$ cat src/rtl/uart_pkg.sv
// rtl/uart_pkg.sv - shared UART state encoding and counter sizing helpers
package uart_pkg;

    typedef logic [1:0] uart_state_t;

    localparam uart_state_t IDLE  = 2'd0;
    localparam uart_state_t START = 2'd1;
    localparam uart_state_t DATA  = 2'd2;
    localparam uart_state_t STOP  = 2'd3;

    localparam int OVERSAMPLE = 16;

    // Width of a counter that must hold 0..n-1, never narrower than one bit.
    function automatic int cnt_width(input int n);
        return (n > 1) ? $clog2(n) : 1;
    endfunction

    function automatic int max_int(input int a, input int b);
        return (a > b) ? a : b;
    endfunction

endpackage

$ cat src/rtl/baud_rate_gen.sv
// rtl/baud_rate_gen.sv - oversample tick divider shared by the UART transmitter and receiver
module baud_rate_gen
    import uart_pkg::*;
#(
    parameter int BAUD_DIV = 326
) (
    input  logic clk,
    input  logic rst,
    input  logic i_clear,
    output logic o_tick
);

    localparam int                DIV_W    = cnt_width(BAUD_DIV);
    localparam logic [DIV_W-1:0]  DIV_LAST = DIV_W'(BAUD_DIV - 1);

    logic [DIV_W-1:0] div_cnt;

    always_ff @(posedge clk) begin
        if (rst || i_clear) begin
            div_cnt <= '0;
        end else if (div_cnt == DIV_LAST) begin
            div_cnt <= '0;
        end else begin
            div_cnt <= div_cnt + 1'b1;
        end
    end

    assign o_tick = (div_cnt == DIV_LAST);

endmodule

$ cat src/rtl/uart_tx.sv
// rtl/uart_tx.sv - 8N1 UART transmitter with 16x oversampled bit timing
module uart_tx
    import uart_pkg::*;
#(
    parameter int N_DATA_BITS  = 8,
    parameter int N_STOP_TICKS = 16,
    parameter int BAUD_DIV     = 326
) (
    input  logic                   clk,
    input  logic                   rst,
    input  logic [N_DATA_BITS-1:0] i_tx_data,
    input  logic                   is_tx_start,
    output logic                   o_tx,
    output logic                   os_tx_done,
    output logic                   o_tx_busy
);

    localparam int TICK_W = cnt_width(max_int(OVERSAMPLE, N_STOP_TICKS));
    localparam int BIT_W  = cnt_width(N_DATA_BITS);

    localparam logic [TICK_W-1:0] TICK_LAST_BIT  = TICK_W'(OVERSAMPLE - 1);
    localparam logic [TICK_W-1:0] TICK_LAST_STOP = TICK_W'(N_STOP_TICKS - 1);
    localparam logic [BIT_W-1:0]  BIT_LAST       = BIT_W'(N_DATA_BITS - 1);

    uart_state_t            state, state_d;
    logic [N_DATA_BITS-1:0] shreg, shreg_d;
    logic [TICK_W-1:0]      tick_cnt, tick_cnt_d;
    logic [BIT_W-1:0]       bit_cnt, bit_cnt_d;
    logic                   tx_d;
    logic                   tick;
    logic                   accept;
    logic                   bit_end;
    logic                   stop_end;

    assign accept   = (state == IDLE) && is_tx_start;
    assign bit_end  = tick && (tick_cnt == TICK_LAST_BIT);
    assign stop_end = tick && (tick_cnt == TICK_LAST_STOP);

    // Divider restarts on accept so every frame is exactly the same length.
    baud_rate_gen #(
        .BAUD_DIV (BAUD_DIV)
    ) u_baud (
        .clk     (clk),
        .rst     (rst),
        .i_clear (accept),
        .o_tick  (tick)
    );

    always_ff @(posedge clk) begin
        if (rst) begin
            state    <= IDLE;
            shreg    <= '0;
            tick_cnt <= '0;
            bit_cnt  <= '0;
            o_tx     <= 1'b1;
        end else begin
            state    <= state_d;
            shreg    <= shreg_d;
            tick_cnt <= tick_cnt_d;
            bit_cnt  <= bit_cnt_d;
            o_tx     <= tx_d;
        end
    end

    always_comb begin
        state_d = state;
        case (state)
            IDLE:    if (is_tx_start)                       state_d = START;
            START:   if (bit_end)                           state_d = DATA;
            DATA:    if (bit_end && (bit_cnt == BIT_LAST))  state_d = STOP;
            STOP:    if (stop_end)                          state_d = IDLE;
            default:                                        state_d = IDLE;
        endcase
    end

    always_comb begin
        shreg_d    = shreg;
        tick_cnt_d = tick_cnt;
        bit_cnt_d  = bit_cnt;
        case (state)
            IDLE: begin
                if (accept) begin
                    shreg_d    = i_tx_data;
                    tick_cnt_d = '0;
                    bit_cnt_d  = '0;
                end
            end
            START: begin
                if (tick) tick_cnt_d = bit_end ? '0 : tick_cnt + 1'b1;
                if (bit_end) bit_cnt_d = '0;
            end
            DATA: begin
                if (tick) tick_cnt_d = bit_end ? '0 : tick_cnt + 1'b1;
                if (bit_end) begin
                    shreg_d   = shreg >> 1;
                    bit_cnt_d = (bit_cnt == BIT_LAST) ? '0 : bit_cnt + 1'b1;
                end
            end
            STOP: begin
                if (tick) tick_cnt_d = stop_end ? '0 : tick_cnt + 1'b1;
            end
            default: begin
                tick_cnt_d = '0;
                bit_cnt_d  = '0;
            end
        endcase
    end

    // Line level is derived from the next state so o_tx changes in the same cycle as state.
    always_comb begin
        case (state_d)
            START:   tx_d = 1'b0;
            DATA:    tx_d = shreg_d[0];
            default: tx_d = 1'b1;
        endcase
        os_tx_done = (state == STOP) && stop_end;
        o_tx_busy  = (state != IDLE);
    end

endmodule
$ cat config.mk
export PLATFORM = sky130hd
export DESIGN_NAME = uart_tx
export DESIGN_NICKNAME = d
export VERILOG_FILES = /design/src/rtl/uart_pkg.sv /design/src/rtl/baud_rate_gen.sv /design/src/rtl/uart_tx.sv
export SDC_FILE = /design/constraint.sdc
export NUM_CORES = 1
export LEC_CHECK = 0
export ABC_AREA = 1
export CORE_ASPECT_RATIO = 1.75
export CORE_MARGIN = 10
export CORE_UTILIZATION = 55
export CTS_CLUSTER_SIZE = 8
export DETAILED_ROUTE_END_ITERATION = 10
export PLACE_DENSITY = 0.87
export REMOVE_ABC_BUFFERS = 1
export SYNTH_ARGS = -nofsm -noshare
export SYNTH_HDL_FRONTEND = slang
export SYNTH_SLANG_ARGS = --single-unit
$ cat constraint.sdc
create_clock -name clk -period 2.2 [get_ports clk]
set_clock_uncertainty 0.2 [all_clocks]
set_input_delay 0.33 -clock clk [delete_from_list [all_inputs] [get_ports clk]]
set_output_delay 0.33 -clock clk [all_outputs]
set_load 0.01 [all_outputs]
==> summary.md, run 1 <==
| Metric | Value |
|---|---|
| Clock power share | 30.7% |
| Min cycle time layout | 2090 ps |
| Internal | 691.0 uW |
| Slew Viols, Final | 0 |
| CTS sink cnt | 27 |
| Slew headroom | 71.93% |
| Ys Warns | 0 |
| Worst slew pin tran | 419.8 ps |
| #FFs+latches synth | 27 |
| Sequential area share after synthesis | 37.83% |
| Postcts setup bufs | 0 |
| Psw | 232.0 uW |
| Filler Cells Inserted | 219 |
| Fin. Hold Viols | 0 |
| Switching share of power | 25.13% |
| CP Data Arrival Time | 1560 ps |
| Drt pass-1 iters | 4 |
| Fmax | 0.4785 GHz |
| CTS tree | built |
| Startpoint Class | flop |
| Area Overhead vs Synth | 15.41% |
| Routed WL | 3.075 mm |
| Hold Path Class | flop to flop |
| Die width | 58.53 um |
| Critical path class | flop to primary output |
| Non-Filler Instances | 229 |
| DP HPWL | 2.456 mm |
| Reg clk slew, reported paths | 90 ps |
| CP max FO | 4 |
| Starting utilization of the core area | 57.33% |
| Total grt overflow | 0 |
| Average size of a mapped cell | 7.724 um^2 |
| Die Y | 87.43 um |
| Fin crit share | 95.00% |
| Cell variety after synth | 29 |
| Drt drc | 0 |
| Routed vias/inst | 5.533 |
| CTS Root Cell | clkbuf_8 |
| Core Area | 2492 um^2 |
| Iteration-0 DRC Markers | 46 |
| CTS Buf Count | 3 |
| Setup-failing EPs final | 0 |
| Antenna fix cells | 0 |
| CTS H-tree lvls | 1 |
| Placed instance count | 225 |
| Worst setup EP type | primary output |
| Post-CTS sizing | 2 |
| Register area | 540.5 um^2 |
| CP required | 1670 ps |
| Layout cells sized above 1 | 20.20% |
| Rows | 24 |
| Multi-input gate area | 804.5 um^2 |
| Port buffer count | 13 |
| Antenna viol nets, final | 0 |
| Nets | 220 |
| All-Layer GR Usage | 12.45% |
| Combinational share of power | 12.7% |
| Via count | 1267 |
| Initial antenna violation count | 0 |
| First-pass GRT wire length | 5.181 mm |
| Pleak | 0.0007069 uW |
| Vias in the first global route | 1259 |
| Mapped cell area | 1429 um^2 |
| Wire length per cell | 13.43 um |
| Pwr Density | 559.7 nW/um^2 |
| Unrepaired setup endpoints after global routing | no |
| Sequential power share | 56.6% |
| Final GP Congestion | 0.8106 |
| Worst skew pair latency | 270 ps |
| Max Cap Viol | 0 |
| Fin Setup TNS | 0 ps |
| CTS Buffer Depth | 2 |
| Largest net degree at the start of global routing | 15 |
| Worst vdd ir | 498.5 uV |
| Top Ports | 14 |
| Dominant synthesized flop cell | dfxtp_1 |
| Asr flop ratio synth | 0% |
| Outcome | complete, no violations |
| Die area | 5117 um^2 |
| Post-synth EDFFs | 0 |
| Syn Inst Count | 185 |
| # hold bufs at CTS | 0 |
-- logic make-up after synthesis --
group	Yosys count	share of synthesized area [%]
buffers and inverters	23	6.041
adders and majority gates	5	4.378
AOI/OAI and AO/OA	28	11.91
DFF	27	37.83
and+or+nand+nor	102	39.84
-- synthesized netlist by cell type (4+ instances only) --
library cell | instances | share of area, %
nand2_2 | 7 | 3.1
a31oi_1 | 6 | 2.6
a21oi_1 | 13 | 4.6
nor2_1 | 18 | 4.7
dfxtp_1 | 27 | 38
inv_2 | 9 | 2.4
nor2_2 | 5 | 2.2
nand2_1 | 42 | 11
o21ai_0 | 4 | 1.4
nand3_1 | 10 | 3.5
inv_1 | 12 | 3.2
ha_1 | 5 | 4.4
-- stage by stage --
step	util (%)	power, uW	setup slack (ps)	area [um^2]	hold WS, ps
CTS	66.16	927.9	94.48	1649	283.4
detailed placement	64.31	650.2	114.2	1603	269.9
finish	66.16	922.9	110.0	1649	282.4
floorplan	-	600.2	598.9	1425	193.9
global route	66.16	960.3	12.39	1649	301.4
global placement	64.31	640.9	201.3	1603	246.9
-- area by class of cell --
cell class / instances / area share [%]
multi-input cells: 135 / 48.79
flip-flops and latches: 27 / 32.78
repair buffers: 15 / 8.725
inverters: 22 / 5.008
clock buffers: 4 / 2.731
well taps: 26 / 1.973
-- registers in the layout, indices dropped and copies added, names as in the netlist --
name	flops
shreg	8
o_tx	1
u_baud.div_cnt	9
state	2
tick_cnt	4
bit_cnt	3
-- worst paths after layout --
| check | start | to | slack [ps] | cells after the start |
|---|---|---|---|---|
| max | tick_cnt[1] | os_tx_done | 110 | 6 |
| min | shreg[7] | shreg[7] | 280 | 2 |
| max reg2reg | tick_cnt[1] | o_tx | 360 | 11 |
| min reg2reg | shreg[7] | shreg[7] | 280 | 2 |
-- placed cells by master, fill, tap and decap left out, drive strengths merged --
| cell type | instances |
|---|---|
| dfxtp | 27 |
| nor2 | 27 |
| clkbuf | 4 |
| o21ai | 4 |
| nand3b | 1 |
| a21oi | 15 |
| buf | 2 |
| clkdlybuf4s50 | 12 |
| nand2 | 52 |
| o21bai | 2 |
| nand4 | 1 |
| nor3b | 2 |
| nor3 | 4 |
| nor4 | 1 |
| dlygate4sd2 | 1 |
| o21a | 1 |
| ha | 5 |
| a31oi | 6 |
| nand3 | 14 |
| inv | 21 |
| clkinv | 1 |
-- worst max-delay path, stage by stage, from the launching register on --
cell,delay (ps)
dfxtp_1,370
ha_2,230
nand3_2,110
inv_2,120
nand3_4,80
nor2_1,100
dlygate4sd2_1,280
-- per-layer routing --
layer	share of wire (%)	global-route usage (%)	up-vias
met4	2.7	5.579	0
met2	56	23.67	40
met1	37	11.91	583
met3	4.4	2.778	10
met5	0	0	-
li1	-	-	634
-- power by group through the flow --
| stage | clock, uW | sequential (uW) | combinational [uW] |
|---|---|---|---|
| 3_5_place_dp | 0 | 533 | 117 |
| 2_1_floorplan | 0 | 531 | 69.0 |
| 6_report | 283 | 523 | 117 |
| 3_3_place_gp | 0 | 532 | 109 |
| 4_1_cts | 288 | 522 | 117 |
| 5_1_grt | 304 | 525 | 132 |
Power figures use the tool's default switching activity.
==> run 2: changes to the inputs <==
Settings changed: ABC_AREA 1 to 0, PLACE_DENSITY 0.87 to 0.88.
==> run 2 against run 1 <==
  * Non-clock buffer count grew 6
  * Clock-buffer cell count shrank 1
  * Die area shrank 3.8%
  * Synthesized cell count shrank 18%
  * Critical path depth shrank 3
  * Utilization grew 2.0 points
  * Hold slack lost 18 ps
  * Critical endpoint is now o_tx_busy
  * Largest power group unchanged
  * Highest routed layer unchanged
==> summary.md, run 2 <==
| Metric | Value |
|---|---|
| Outcome | complete, no violations |
| CTS Buffer Depth | 2 |
| Worst vdd ir | 590.7 uV |
| Asr flop ratio synth | 0% |
| Top post-synthesis cells by area | dfxtp_1 (40%), a21oi_1 (5.2%), ha_1 (4.6%), a22oi_1 (4.4%), nor2_1 (4.4%) |
| Startpoint Class | flop |
| Via count | 1166 |
| Register area | 541.8 um^2 |
| Reg clk slew, reported paths | 100 ps |
| First-pass GRT wire length | 5.188 mm |
| Post-Place Worst Slack | 78.13 ps |
| Synth cell count leaders | dfxtp_1 (27), nor2_1 (16), a21oi_1 (14), nand2_1 (14), nand3_1 (10) |
| Unrepaired setup endpoints after global routing | no |
| Largest area contributor in the netlist | dfxtp_1 |
| CTS tree | built |
| # hold bufs at CTS | 0 |
| Die area | 4921 um^2 |
| Nets | 187 |
| Die Y | 85.60 um |
| Ys Warns | 0 |
| Pleak | 0.0005866 uW |
| Routed WL | 3.036 mm |
| Worst R2R Path Depth | 8 |
| Fin crit share | 94.24% |
| Min cycle time layout | 2073 ps |
| Post-synth EDFFs | 0 |
| Design area | 1589 um^2 |
| Drt drc | 0 |
| Max reg flops | 9 |
| Slew Viols, Final | 0 |
| Die width | 57.49 um |
| Worst setup EP type | primary output |
| Area Overhead vs Synth | 17.48% |
| Critical path class | flop to primary output |
| Commonest non-fill, non-tap cell in the layout | dfxtp_1 |
| Fmax | 0.4823 GHz |
| Starting utilization of the core area | 58.02% |
| Placed cell areas | 1541 um^2 |
| Worst setup margin | 126.8 ps |
| Sequential area share after synthesis | 39.96% |
| FF-to-FF End | o_tx |
| Yosys top cell area share | 39.96% |
| Max Cap Viol | 0 |
| Mapped cell area | 1353 um^2 |
| CP required | 1670 ps |
| DP HPWL | 2.363 mm |
| Hold Path Class | flop to flop |
| Drt pass-1 iters | 4 |
| Most frequent cells in the layout | dfxtp_1 (26), nor2_1 (16), nand2_1 (14), a21oi_1 (14), clkdlybuf4s50_1 (12) |
| CP max FO | 8 |
| Top Ports | 14 |
| Average size of a mapped cell | 8.898 um^2 |
| Antenna fix cells | 0 |
| All-Layer GR Usage | 12.42% |
| Largest regs | u_baud.div_cnt (9), shreg (8), tick_cnt (4) |
| Multi-input gate area | 770.7 um^2 |
| Final Hold Slack | 264.6 ps |
| Filler Cells Inserted | 179 |
| Crit path from | state[0] |
| Worst skew pair latency | 270 ps |
| Fin Setup TNS | 0 ps |
| Capture point of the worst path | o_tx_busy |
| CTS sink cnt | 27 |
| CTS H-tree lvls | 1 |
| Setup-failing EPs final | 0 |
| Dominant synthesized flop cell | dfxtp_1 |
| Largest Register | u_baud.div_cnt |
| Reg-to-reg startpoint | u_baud.div_cnt[1] |
| Pwr Density | 563.1 nW/um^2 |
| Port buffer count | 13 |
| Slew headroom | 72.31% |
| Antenna viol nets, final | 0 |
| Wire length per cell | 15.57 um |
| Core Area | 2331 um^2 |
| Worst slew pin tran | 415.3 ps |
| #FFs+latches synth | 27 |
| Largest net degree at the start of global routing | 19 |
| Cell with the most instances after synthesis | dfxtp_1 |
| Layout cells sized above 1 | 14.12% |
| Rows | 23 |
| Vias in the first global route | 1230 |
| Internal reg-to-reg setup slack | 230 ps |
| Finished Core Util | 68.17% |
| CP Data Arrival Time | 1540 ps |
| Final GP Congestion | 0.8358 |
| Cell variety after synth | 37 |
| CTS Root Cell | clkbuf_8 |
| CTS Buf Count | 3 |
| Syn Inst Count | 152 |
| Fin. Hold Viols | 0 |
| Iteration-0 DRC Markers | 44 |
| Initial antenna violation count | 0 |
| Total grt overflow | 0 |
| Routed vias/inst | 5.979 |
run 2: cell count changes after synthesis, moves of 3 or more:
cell | before | now
inv_1 | 12 | 3
a31oi_1 | 6 | 0
nand2_1 | 42 | 14
nor2b_1 | 0 | 3
xor2_1 | 0 | 5
nand2_4 | 3 | 0
inv_2 | 9 | 0
nand2_2 | 7 | 0
or3_1 | 0 | 4
a22oi_1 | 0 | 8
buf_2 | 0 | 5
nor2_2 | 5 | 0
and3_1 | 0 | 4
run 2: routing by layer:
layer / GRT usage, % / part of all wire (%) / wire (um) / vias up
met2: 24.80 / 59 / 1801 / 16
met4: 4.506 / 1.5 / 45 / 0
met3: 2.216 / 2.7 / 82 / 4
met1: 11.65 / 36 / 1107 / 567
met5: 0 / 0 / 0 / -
li1: - / - / - / 579
run 2: per-stage QoR:
step / cells / total power (uW)
after floorplan: 145 / 569.7
after global placement: 191 / 613.9
after detailed placement: 191 / 620.2
after CTS: 195 / 902.0
after global routing: 195 / 931.2
final: 195 / 894.8
run 2: what timing repair did:
item / in CTS / in global routing
setup endpoints to repair: 1 / 1
resized for setup: 1 / 4
buffers inserted: 0 / 0
pin swaps: 0 / 0
run 2: worst min path at each step:
stage                 endpoint  depth (start not counted)  startpoint  slack (ps)
CTS                   shreg[2]                          2    shreg[2]         270
global route          shreg[6]                          2    shreg[6]         300
floorplan           bit_cnt[0]                          1         rst         190
detailed placement    shreg[2]                          2    shreg[2]         250
global placement      shreg[4]                          2    shreg[4]         240
finish                shreg[2]                          2    shreg[2]         260
run 2: area by class of cell:
class / instances / area share [%]
inverter: 3 / 0.7087
clock inverter: 1 / 0.4724
clock buffer: 3 / 2.598
sequential: 27 / 34.09
tap: 25 / 1.969
multi-input combinational: 115 / 48.50
timing repair buffer: 21 / 11.65
run 2: report_power, final:
group | switching [uW] | internal [uW]
Combinational | 45.0 | 50.1
Clock | 157 | 128
Sequential | 10.9 | 503
Total | 213 | 682
run 2: logic make-up after synthesis:
logic type / Yosys count / synth area share (%)
buf+inv: 10 / 3.238
compound gates: 30 / 13.88
xor+xnor: 7 / 4.533
simple gates: 72 / 33.03
mux: 1 / 0.7401
flops: 27 / 39.96
fa+ha+maj: 5 / 4.625
run 2: critical path: stages (launching register included):
cell and delay [ps]:
dfxtp_1 490, nor2_1 140, inv_1 100, clkdlybuf4s50_1 540
==> run 3: changes to the inputs <==
Settings changed: CORE_MARGIN 10 to unset, CORE_UTILIZATION 55 to 31, PLACE_DENSITY 0.88 to 0.59.
Clock period 2.2 ns to 2.6 ns, I/O delays scaled along.
==> run 3 against run 2 <==
  * Die area decreased by 5.7%
  * Power decreased by 15%
  * Worst setup slack improved by 310 ps
  * Sequential power decreased by 15%
  * Routed wire length decreased by 11%
  * Clock power decreased by 12%
  * Hold slack got worse by 2.4 ps
  * Via count decreased by 4.5%
  * Register-to-register slack improved by 320 ps
  * Combinational power decreased by 24%
  * Design area about the same
==> summary.md, run 3 (synthesis results as in run 2) <==
| Metric | Value |
|---|---|
| Outcome | complete, no violations |
| Max reg flops | 9 |
| Largest net degree at the start of global routing | 19 |
| Starting utilization of the core area | 32.59% |
| Fin crit share | 83.38% |
| Worst R2R Path Depth | 7 |
| CTS Buf Count | 3 |
| Drt drc | 0 |
| Die area | 4642 um^2 |
| Iteration-0 DRC Markers | 24 |
| Routed vias/inst | 5.230 |
| DP HPWL | 2.024 mm |
| Hold Path Class | flop to flop |
| Wire length per cell | 12.76 um |
| CTS sink cnt | 27 |
| Fmax | 0.4613 GHz |
| Setup-failing EPs final | 0 |
| Most frequent cells in the layout | dfxtp_1 (26), nor2_1 (16), nand2_1 (14), a21oi_1 (14), clkdlybuf4s50_1 (12) |
| Drt pass-1 iters | 4 |
| Slew headroom | 70.51% |
| Final GP Congestion | 0.7879 |
| Worst slew pin tran | 442.4 ps |
| CTS Root Cell | clkbuf_8 |
| CP Data Arrival Time | 1580 ps |
| Max stage delay on crit path | 350 ps |
| Core Area | 4150 um^2 |
| Crit-path cells | inv_1 -> ha_1 -> and4bb_2 -> nand4_4 -> nor2_1 -> dlymetal6s2s_1 |
| Min cycle time layout | 2168 ps |
| Via count | 1114 |
| Max Cap Viol | 0 |
| Worst vdd ir | 324.0 uV |
| Initial antenna violation count | 0 |
| Largest regs | u_baud.div_cnt (9), shreg (8), tick_cnt (4) |
| First-pass GRT wire length | 4.491 mm |
| Antenna viol nets, final | 0 |
| All-Layer GR Usage | 12.80% |
| Commonest non-fill, non-tap cell in the layout | dfxtp_1 |
| Fin. Hold Viols | 0 |
| Placed cell areas | 1526 um^2 |
| Startpoint Class | flop |
| Critical path class | flop to primary output |
| CTS H-tree lvls | 1 |
| Slowest CP cell | dfxtp_1 |
| CTS tree | built |
| Antenna fix cells | 0 |
| Register area | 541.8 um^2 |
| Worst skew pair latency | 280 ps |
| Total grt overflow | 0 |
| Port buffer count | 13 |
| Top Ports | 14 |
| Routed WL | 2.717 mm |
| Nets | 181 |
| Fin Setup TNS | 0 ps |
| Reg clk slew, reported paths | 100 ps |
| CP required | 2010 ps |
| # hold bufs at CTS | 0 |
| CP max FO | 5 |
| Rows | 31 |
| CTS Buffer Depth | 2 |
| Pleak | 0.0005716 uW |
| Largest Register | u_baud.div_cnt |
| Die Y | 89.38 um |
| Multi-input gate area | 777.0 um^2 |
| Filler Cells Inserted | 422 |
| Design area | 1588 um^2 |
| Hold Crit Depth | 2 |
| Finished Core Util | 38.26% |
| Total power | 762.6 uW |
| Vias in the first global route | 1079 |
| Layout cells sized above 1 | 10.37% |
| Worst setup EP type | primary output |
| Area Overhead vs Synth | 17.39% |
| Unrepaired setup endpoints after global routing | no |
| Slew Viols, Final | 0 |
| Die width | 51.93 um |
| Pwr Density | 480.3 nW/um^2 |
run 3: power by group:
part | internal [uW] | switching, uW | leakage (uW) | total (uW)
clock network | 109 | 144 | 0.0000217 | 253
registers | 426 | 10.6 | 0.000220 | 437
logic | 37.7 | 34.8 | 0.000330 | 72.5
total | 573 | 190 | 0.000572 | 763
run 3: critical path: cells and delay by family, from the launching register on:
family	cells	cell delay [ps]
fa+ha+maj	1	190
buf+inv	2	220
flops	1	350
simple gates	3	520
run 3: repair_timing:
item	4_1_cts	5_1_grt
gates resized for setup	1	3
endpoints found under the setup margin	1	1
setup buffers	0	0
run 3: path summary, 6_finish.rpt:
| path | startpoint | to | slack, ps |
|---|---|---|---|
| max | u_baud.div_cnt[1] | os_tx_done | 430 |
| min | shreg[6] | shreg[6] | 260 |
| max reg2reg | tick_cnt[0] | shreg[7] | 550 |
| min reg2reg | shreg[6] | shreg[6] | 260 |
run 3: metal layers:
layer | routed length [um] | global-route usage, % | vias to the layer above
met3 | 58 | 1.531 | 5
met2 | 1405 | 24.36 | 15
met5 | 0 | 0 | -
li1 | - | - | 562
met1 | 1198 | 13.11 | 532
met4 | 55 | 6.634 | 0
run 3: cell type report:
cell class              instances  area share, %
repair buffers                 15          9.299
flip-flops and latches         27          34.12
multi-input cells             115          48.94
inverters                       3         0.7092
clock buffers                   3          2.600
well taps                      49          3.861
clock inverters                 1         0.4728
run 3: per-stage QoR:
step           setup WS (ps)  hold WS (ps)  std cells
5_1_grt                341.5         282.3        213
2_1_floorplan          797.3         230.0        145
4_1_cts                26.49         261.8        213
3_5_place_dp           304.2         247.7        209
3_3_place_gp           328.6         248.0        209
6_report               432.0         262.2        213
